[src/rtl/voter_display_scan.sv]
// ---------------------------------------------------------------------------
// voter_display_scan
//
// Time-multiplexed seven-segment driver for the N-voter result panel.
// A load strobe captures a binary vote count and a pass/fail result. A
// sequential double-dabble engine converts the count to four BCD digits.
// The finished result is committed atomically into display shadow registers.
// The left bank shows the count in decimal with leading-zero blanking, or the
// error glyph on every digit when the count exceeds VOTERS. The right bank
// spells PASS / FAIL. With fewer than four digits it shows only P / F.
//
// Parameters
//   VOTERS       number of voters (1..9999), sets count width W
//   DIGITS       digits scanned per bank (1..4)
//   DIV          clk cycles per scan tick (>= 2)
//   BLINK_TICKS  scan ticks per blink half-period (blink build only)
//
// Ports
//   clk           system clock
//   rst           asynchronous, active-high reset
//   load          one-cycle strobe, captures count and res
//   count [W-1:0] vote count, binary
//   res           1 = pass, 0 = fail
//   a_to_g_left   left bank segments {a,b,c,d,e,f,g,dp}, active-high
//   a_to_g_right  right bank segments, same encoding
//   leftseg       left digit enables, one-hot, bit0 = rightmost digit
//   rightseg      right digit enables, same indexing
//
// Optional feature macro: VOTER_DISP_BLINK_EN
//   When defined, a committed result that differs from the displayed one
//   blinks the right bank for three off/on cycles of BLINK_TICKS ticks each.
// ---------------------------------------------------------------------------
module voter_display_scan #(
    parameter int VOTERS      = 5,
    parameter int DIGITS      = 4,
    parameter int DIV         = 100000,
    parameter int BLINK_TICKS = 256,
    localparam int W          = $clog2(VOTERS + 1)
) (
    input  logic         clk,
    input  logic         rst,
    input  logic         load,
    input  logic [W-1:0] count,
    input  logic         res,
    output logic [7:0]   a_to_g_left,
    output logic [7:0]   a_to_g_right,
    output logic [3:0]   leftseg,
    output logic [3:0]   rightseg
);

    localparam int DW = (DIV > 1) ? $clog2(DIV) : 1;
    localparam logic [4:0] ITER_LAST = 5'(W - 1);

    localparam logic [7:0] G_BLANK = 8'b00000000;
    localparam logic [7:0] G_ERR   = 8'b00000001;
    localparam logic [7:0] G_P     = 8'b11001110;
    localparam logic [7:0] G_A     = 8'b11101110;
    localparam logic [7:0] G_S     = 8'b10110110;
    localparam logic [7:0] G_F     = 8'b10001110;
    localparam logic [7:0] G_I     = 8'b00001100;
    localparam logic [7:0] G_L     = 8'b00011100;
    localparam logic [7:0] G_ZERO  = 8'b11111100;

    typedef enum logic [1:0] {
        IDLE,
        CONV,
        COMMIT
    } conv_state_t;

    conv_state_t state, state_next;
    logic        commit;

    logic [W-1:0] cap_count;
    logic         cap_res;
    logic [W-1:0] bin_q;
    logic [15:0]  bcd_q;
    logic [15:0]  bcd_adj;
    logic [4:0]   iter_q;
    logic [31:0]  cap_wide;
    logic         cap_over;

    logic [15:0]  sh_bcd;
    logic         sh_over;
    logic         sh_res;

    logic [DW-1:0] div_q;
    logic          tick;
    logic [1:0]    idx_q;
    logic [1:0]    idx_next;

    logic [3:0]    en_next;
    logic [7:0]    left_next;
    logic [7:0]    right_next;
    logic          lead_blank;
    logic          right_off;

    function automatic logic [7:0] digit_glyph(input logic [3:0] d);
        logic [7:0] g;
        case (d)
            4'd0:    g = 8'b11111100;
            4'd1:    g = 8'b01100000;
            4'd2:    g = 8'b11011010;
            4'd3:    g = 8'b11110010;
            4'd4:    g = 8'b01100110;
            4'd5:    g = 8'b10110110;
            4'd6:    g = 8'b10111110;
            4'd7:    g = 8'b11100000;
            4'd8:    g = 8'b11111110;
            4'd9:    g = 8'b11110110;
            default: g = G_ERR;
        endcase
        return g;
    endfunction

    // Converter state register.
    always_ff @(posedge clk or posedge rst) begin
        if (rst) begin
            state <= IDLE;
        end else begin
            state <= state_next;
        end
    end

    // Converter next state. A load from any state restarts the conversion;
    // when it lands in COMMIT the commit still happens in that same cycle, so
    // the previous result is not lost.
    always_comb begin
        state_next = state;
        commit     = 1'b0;
        case (state)
            IDLE: state_next = IDLE;
            CONV: begin
                if (iter_q == ITER_LAST) begin
                    state_next = COMMIT;
                end
            end
            COMMIT: begin
                commit     = 1'b1;
                state_next = IDLE;
            end
            default: state_next = IDLE;
        endcase
        if (load) begin
            state_next = CONV;
        end
    end

    // Add-3 correction for every BCD nibble that is 5 or more, applied before
    // each shift of the double-dabble.
    always_comb begin
        bcd_adj = bcd_q;
        for (int i = 0; i < 4; i++) begin
            if (bcd_q[4*i +: 4] >= 4'd5) begin
                bcd_adj[4*i +: 4] = bcd_q[4*i +: 4] + 4'd3;
            end
        end
    end

    assign cap_wide = 32'(cap_count);
    assign cap_over = (cap_wide > 32'(VOTERS));

    // Capture and double-dabble datapath. The original count is kept apart
    // from the shifting copy so the overrange test sees the real value.
    always_ff @(posedge clk or posedge rst) begin
        if (rst) begin
            cap_count <= '0;
            cap_res   <= 1'b0;
            bin_q     <= '0;
            bcd_q     <= '0;
            iter_q    <= '0;
        end else if (load) begin
            cap_count <= count;
            cap_res   <= res;
            bin_q     <= count;
            bcd_q     <= '0;
            iter_q    <= '0;
        end else if (state == CONV) begin
            {bcd_q, bin_q} <= {bcd_adj[14:0], bin_q, 1'b0};
            iter_q         <= iter_q + 5'd1;
        end
    end

    // Display shadow registers, written in one cycle so the panel never shows
    // a half-updated result.
    always_ff @(posedge clk or posedge rst) begin
        if (rst) begin
            sh_bcd  <= '0;
            sh_over <= 1'b0;
            sh_res  <= 1'b0;
        end else if (commit) begin
            sh_bcd  <= bcd_q;
            sh_over <= cap_over;
            sh_res  <= cap_res;
        end
    end

    assign tick = (div_q == DW'(DIV - 1));

    always_comb begin
        idx_next = idx_q;
        if (tick) begin
            idx_next = (idx_q == 2'(DIGITS - 1)) ? 2'd0 : idx_q + 2'd1;
        end
    end

    // Scan divider and digit index.
    always_ff @(posedge clk or posedge rst) begin
        if (rst) begin
            div_q <= '0;
            idx_q <= 2'd0;
        end else begin
            div_q <= tick ? '0 : div_q + DW'(1);
            idx_q <= idx_next;
        end
    end

`ifdef VOTER_DISP_BLINK_EN
    localparam int BW = $clog2(BLINK_TICKS + 1);

    logic          blink_active;
    logic [2:0]    half_q;
    logic [BW-1:0] btick_q;

    // Blink sequencer: six half-periods of BLINK_TICKS scan ticks, even
    // half-periods are "off". A fresh res change restarts it from the top.
    always_ff @(posedge clk or posedge rst) begin
        if (rst) begin
            blink_active <= 1'b0;
            half_q       <= 3'd0;
            btick_q      <= '0;
        end else if (commit && (cap_res != sh_res)) begin
            blink_active <= 1'b1;
            half_q       <= 3'd0;
            btick_q      <= '0;
        end else if (blink_active && tick) begin
            if (btick_q == BW'(BLINK_TICKS - 1)) begin
                btick_q <= '0;
                if (half_q == 3'd5) begin
                    blink_active <= 1'b0;
                end else begin
                    half_q <= half_q + 3'd1;
                end
            end else begin
                btick_q <= btick_q + BW'(1);
            end
        end
    end

    assign right_off = blink_active & ~half_q[0];
`else
    // Without blinking the right bank is only ever forced off by a
    // meaningless (non-positive) blink period, which never occurs for
    // legal settings.
    assign right_off = (BLINK_TICKS < 1);
`endif

    // Glyph selection for the digit that becomes active at the next edge, so
    // enables and segments switch together.
    always_comb begin
        en_next    = 4'b0001 << idx_next;
        lead_blank = 1'b0;
        case (idx_next)
            2'd1:    lead_blank = (sh_bcd[15:4] == 12'd0);
            2'd2:    lead_blank = (sh_bcd[15:8] == 8'd0);
            2'd3:    lead_blank = (sh_bcd[15:12] == 4'd0);
            default: lead_blank = 1'b0;
        endcase

        if (sh_over) begin
            left_next = G_ERR;
        end else if (lead_blank) begin
            left_next = G_BLANK;
        end else begin
            left_next = digit_glyph(sh_bcd[4*idx_next +: 4]);
        end

        right_next = G_BLANK;
        if (DIGITS == 4) begin
            case (idx_next)
                2'd3:    right_next = sh_res ? G_P : G_F;
                2'd2:    right_next = G_A;
                2'd1:    right_next = sh_res ? G_S : G_I;
                default: right_next = sh_res ? G_S : G_L;
            endcase
        end else if (idx_next == 2'd0) begin
            right_next = sh_res ? G_P : G_F;
        end
    end

    // Registered segment and enable outputs.
    always_ff @(posedge clk or posedge rst) begin
        if (rst) begin
            leftseg      <= 4'b0001;
            rightseg     <= 4'b0001;
            a_to_g_left  <= G_ZERO;
            a_to_g_right <= (DIGITS == 4) ? G_L : G_F;
        end else begin
            leftseg      <= en_next;
            rightseg     <= en_next;
            a_to_g_left  <= left_next;
            a_to_g_right <= right_off ? G_BLANK : right_next;
        end
    end

endmodule

[config.mk]
export PLATFORM = sky130hd
export DESIGN_NAME = voter_display_scan
export DESIGN_NICKNAME = d
export VERILOG_FILES = /design/src/rtl/voter_display_scan.sv
export SDC_FILE = /design/constraint.sdc
export NUM_CORES = 1
export LEC_CHECK = 0
export ABC_CLOCK_PERIOD_IN_PS = 3700
export CORE_AREA = 2 2 108 110
export CTS_CLUSTER_SIZE = 8
export DETAILED_ROUTE_END_ITERATION = 8
export DIE_AREA = 0 0 110 112
export PLACE_DENSITY = 0.64
export SLEW_MARGIN = 20
export SYNTH_ARGS = -nofsm -noshare
export SYNTH_HDL_FRONTEND = slang
export SYNTH_SLANG_ARGS = --single-unit
[constraint.sdc]
create_clock -name clk -period 3.7 [get_ports clk]
set_input_delay 0.37 -clock clk [delete_from_list [all_inputs] [get_ports clk]]
set_output_delay 0.37 -clock clk [all_outputs]
set_load 0.03 [all_outputs]
======== Word level (Yosys, flattened, before mapping) ========
Memories as Yosys holds them, arrays and structs flattened.
Index checks and enable logic that the tools add are counted.
storage, ports and cells
  register bits after elaboration ......... 87
  bits in latches ......................... 0
  bits in writable memories ............... 0
  memory bits (read-only) ................. 128
  bits of input ports ..................... 7
  output and inout bits ................... 24
  logic and storage cells ................. 66
  memories kept ........................... 1
cells by class
  add/sub/neg operators ................... 7
  multiply operators ...................... 0
  divide/modulo/power cells ............... 0
  $lt $le $gt $ge ......................... 5
  eq/ne operators ......................... 9
  shifts and indexed selects .............. 2
  multiplexer cells ....................... 24
  bitwise operators ....................... 0
  reduce and logical (&&, ||, !) cells .... 4
memories
  name              words  width  rd ports  clocked after memory_dff  wr ports  line  source
  (name not given)  16     8      1         0                         0         99    case (d)
operator list
  kind                                                                   number
  16-bit two-way mux                                                     2
  8-bit two-way mux                                                      4
  8-bit one-hot mux with 3 select lines                                  1
  17-bit by 1-bit adder with 17-bit output, second input constant        1
  17-bit == test, second input constant                                  1
  17-bit two-way mux                                                     1
  4-bit by 3-bit >= comparator with 1-bit output, second input constant  4
  16-bit by 5-bit variable part select with 4-bit output                 1
  4-bit by 2-bit adder with 4-bit output, second input constant          3
  12-bit logical NOT                                                     1
  4-bit two-way mux                                                      3
  2-bit two-way mux                                                      5
  5-bit two-way mux                                                      2
  3-bit two-way mux                                                      3
  2-bit == test, second input constant                                   4
  8-bit logical NOT                                                      1
  7-bit two-way mux                                                      1
  5-bit by 1-bit adder with 5-bit output, second input constant          1
  5-bit by 2-bit == test with 1-bit output, second input constant        1
  2-bit by 1-bit == test with 1-bit output, second input constant        2
  4-bit logical NOT                                                      1
  1-bit by 2-bit left shift with 4-bit output, first input constant      1
  3-bit by 2-bit adder with 3-bit output, second input constant          1
  3-bit > comparator, second input constant                              1
  other kinds (5)                                                        5

======== Longest topological paths before layout ========
  depth in word-level cells ............... 7
  mapped depth ............................ 13
  gate-level depth less buffers ........... 12

======== Least setup slack after synthesis ========
OpenSTA, ideal clock, no wires.
  kind .................................... register to register
  from .................................... reg div_q[0]
  to ...................................... reg a_to_g_left[3]
  setup time .............................. 0.088 ns
  data arrival time ....................... 2.484 ns
  required time ........................... 3.612 ns
  slack ................................... 1.128 ns
  cell stages (with the launch flop) ...... 13
  buffers on the path ..................... 2
  period minus slack after synthesis ...... 2.572 ns
  path through ............................ dfrtp_1 -> ha_1 -> and4_4 -> and4_1 -> buf_6 -> buf_2 -> a31oi_1 -> a22oi_1 -> a22oi_1 -> ha_1 -> inv_1 -> o22a_1 -> a221oi_2
on the way
  longest elaborated chain between the ends .. 6
  elaborated cells between the ends (all ways) .. 10
  those cells by class .................... 4 x eq/ne; 1 x shift; 4 x mux; 1 x memory
RTL lines
  what                                                                             line  source
  start: declaration                                                               86    logic [DW-1:0] div_q;
  start signal: assignment                                                         212   div_q <= tick ? '0 : div_q + DW'(1);
  17-bit == test (*)                                                               197   assign tick = (div_q == DW'(DIV - 1));
  2-bit two-way mux (*)                                                            201   if (tick) begin
  16-bit by 5-bit variable part select with 4-bit output (tied with other cells)   274   left_next = digit_glyph(sh_bcd[4*idx_next +: 4]);
  memory read 16 x 8 bit or 1-bit one-hot mux with 3 select lines (tied branches)  n/a
  8-bit two-way mux (*)                                                            271   end else if (lead_blank) begin
  8-bit two-way mux (*)                                                            269   if (sh_over) begin
  via left_next[3]                                                                 92    logic [7:0] left_next;
  end signal: assignment                                                           300   a_to_g_left <= left_next;
  end: declaration                                                                 45    output logic [7:0] a_to_g_left,
Mark *: on every way through the listed nets, which the timed path passes. The rest lies on a longest branch.
A chain may end at the register's enable or synchronous reset.

======== Final worst setup path ========
  from .................................... reg div_q[0]
  to ...................................... reg a_to_g_left[4]
The elaborated chain is that of the path after synthesis.

==> results.json <==
{
  "clockBufferDepth": 2,
  "fillers": 1073,
  "ys_types": 59,
  "yosysMostFrequentCell": "dfrtp_1",
  "setup_viol": 0,
  "grt_pass1_vias": 2900,
  "skew_ns": 0.00658,
  "grt_max_degree": 35,
  "min_period_ns": 3.17,
  "dp_cells": 567,
  "slew_headroom_pct": 33.9,
  "p_total_mw": 2.85,
  "clk_pin_slew_ns": 0.06,
  "clk_latency_ns": 0.34,
  "dieArea_um2": 12300,
  "fin_cells": 583,
  "p_switching_uw": 955,
  "core.rowCount": 39,
  "diodes": 0,
  "hold_buffers": 0,
  "ant_nets": 0,
  "peakVddDrop_uv": 306,
  "async_reset_ff_share_pct": 100,
  "power.share.combinational_pct": 29.3,
  "finalMaxSlewViolations": 0,
  "fin_util_pct": 43.8,
  "hold_violations": 0,
  "synth_top_cell_area_share_pct": 43.6,
  "hold_class": "input port to asynchronous set/reset pin",
  "synth_top_cell_by_area": "dfrtp_1",
  "r2r_end": "a_to_g_left[4]",
  "switching_share_pct": 33.5,
  "chipHeight_um": 112,
  "portBuffers": 28,
  "drt_iter0_markers": 124,
  "max_freq_mhz": 316,
  "wirelength_um": 7780,
  "period_share_pct": 85.6,
  "vias_per_cell": 5.12,
  "slowest_delay_ns": 0.63,
  "crit_buf_inv": 1,
  "reg2reg_setup_slack_ns": 0.53,
  "yosysSeqAreaShare_pct": 49.1,
  "cp-startpoint": "div_q[0]",
  "cp_top_family": "simple AND/OR/NAND/NOR gates",
  "maxCapViolations": 0,
  "gr-total-overflow": 0,
  "cts-root-buf": "clkbuf_16",
  "routedWlPerCell_um": 13.3,
  "cts_resized": 0,
  "grt_pass1_wl_um": 13700,
  "vias": 2986,
  "critPathCaptureType": "flop",
  "routabilityCongestion": 0.824,
  "start_util_pct": 38.0,
  "synth-seq-cells": 83,
  "p_int_mw": 1.89,
  "critical_path_cell_count": 10,
  "antenna_found_initial": 0,
  "htree_levels": 3,
  "cpMostUsedCell": "ha_1",
  "p_leak_nw": 2.23,
  "ys_top_cells_by_count": "dfrtp_1, nand2_1, nor2_1, o21ai_0, a21oi_1",
  "startpoint_type": "flop",
  "die_w_um": 110,
  "r2r_cells": 10,
  "dp_slack_ns": 0.528,
  "crit_type": "flop to flop",
  "p_seq_share_pct": 41.6,
  "finalInstanceArea_um2": 4900,
  "powerDensity_nw_per_um2": 582,
  "reg2reg_from": "div_q[0]",
  "synth_area_um2": 4250,
  "clkPwrFrac_pct": 29.1,
  "worstPathRequired_ns": 3.96,
  "syn2layout_area_growth_pct": 15.2,
  "track_usage_pct": 14.0,
  "io_pins": 31,
  "drcViolationCount": 0,
  "cpMaxStageDelayCell": "and4_1",
  "cts_setup_buffers": 0,
  "cts_buffers": 9,
  "finalSetupTns_ns": 0,
  "tightest_slew_ns": 0.991,
  "place_area_um2": 4620,
  "synthTopCellsByArea": "dfrtp_1, dfstp_2, ha_1, nand2_1, o21ai_0",
  "syn_avg_cell_area_um2": 10.3,
  "cts.sinks": 83,
  "synthFlopType": "dfrtp_1",
  "rsz0062_at_grt": "false",
  "whs_ns": 0.337,
  "synth_nets": 438,
  "synth_cells": 414,
  "cts_tree": "built",
  "worstPathMaxFanout": 17,
  "first_pass_iters": 4,
  "worstPathArrival_ns": 3.43,
  "layout_setup_ws_ns": 0.535,
  "core_um2": 11200,
  "drive_above_1_share_pct": 14.3,
  "status": "finished clean",
  "cp_cell_sequence": "ha_1 > and4_4 > and4_1 > mux2i_1 > a22oi_1 > a22oi_2 > inv_1 > ha_1 > mux2_4 > o22ai_1",
  "synth_edf_count": 0,
  "post-dp-hpwl_um": 5540,
  "nNetsFinal": 459,
  "yosys_warnings": 0
}
-- how the worst max path moves through the flow --
stage,end,slack [ns]
2_1_floorplan,a_to_g_left[3],1.13
3_3_place_gp,a_to_g_left[4],0.64
3_5_place_dp,a_to_g_left[4],0.53
4_1_cts,a_to_g_left[4],0.52
5_1_grt,a_to_g_left[4],0.29
6_report,a_to_g_left[4],0.53
-- registers in the layout (all words and copies together), names as in the netlist --
| register | count |
|---|---|
| idx_q | 2 |
| state | 2 |
| iter_q | 5 |
| sh_bcd | 16 |
| div_q | 17 |
| bin_q | 3 |
| a_to_g_right | 5 |
| sh_over | 1 |
| cap_res | 1 |
| sh_res | 1 |
| cap_count | 2 |
| bcd_q | 16 |
| rightseg | 4 |
| a_to_g_left | 8 |
-- per-layer routing --
metal | vias up | track usage, % | wire length [µm]
li1 | 1458 | - | -
met1 | 1449 | 18.2 | 3540
met2 | 63 | 22.2 | 3700
met3 | 16 | 3.81 | 374
met4 | 0 | 4.98 | 166
met5 | - | 0 | 0
-- cells by family (layout without fill, tap and decap cells) --
kind of cell | count (synthesis) | count (layout) | synth area share, %
XOR/XNOR | 22 | 22 | 4.53
multiplexers | 23 | 23 | 6.07
other | 2 | 2 | 0.177
adder cells (fa/ha/maj) | 17 | 17 | 5.01
buffers and inverters | 44 | 70 | 5.06
AND/OR/NAND/NOR | 134 | 134 | 16.4
flip-flops | 83 | 83 | 49.1
AO/OA/AOI/OAI | 89 | 89 | 13.6
-- cell type report --
class | instances | area [µm²] | area share, %
clock buffer | 10 | 239 | 4.88
clock inverter | 6 | 41.3 | 0.843
inverter | 20 | 77.6 | 1.58
multi-input combinational | 287 | 1950 | 39.7
sequential | 83 | 2090 | 42.7
tap | 143 | 179 | 3.65
timing repair buffer | 34 | 325 | 6.64
-- power by group through the flow --
stage	Combinational [mW]	Sequential [mW]	Clock, mW
finish	0.835	1.19	0.829
global route	0.945	1.21	0.892
CTS	0.849	1.19	0.854
detailed placement	0.845	1.20	0
global placement	0.818	1.20	0
floorplan	0.577	1.24	0
-- layout by cell type (no fill, tap or decap), types with 3 or more instances in the layout --
cell type / n
clkinv_2: 4
a31oi_1: 4
xor2_1: 9
nand2_1: 50
clkbuf_16: 9
dfstp_2: 9
clkdlybuf4s50_1: 28
nand3_1: 12
nand4_1: 3
nor3b_1: 4
a211oi_1: 4
mux2_4: 3
clkinvlp_4: 3
dfrtp_1: 74
a21oi_1: 27
mux2_2: 10
nor3_1: 4
o21ai_0: 29
ha_1: 17
nand2b_1: 8
buf_4: 6
o22ai_1: 5
inv_1: 17
a22oi_1: 3
mux2i_1: 10
xnor2_1: 13
o21bai_1: 4
nor2_1: 33
Note: power is estimated with default switching activity, not from simulation.
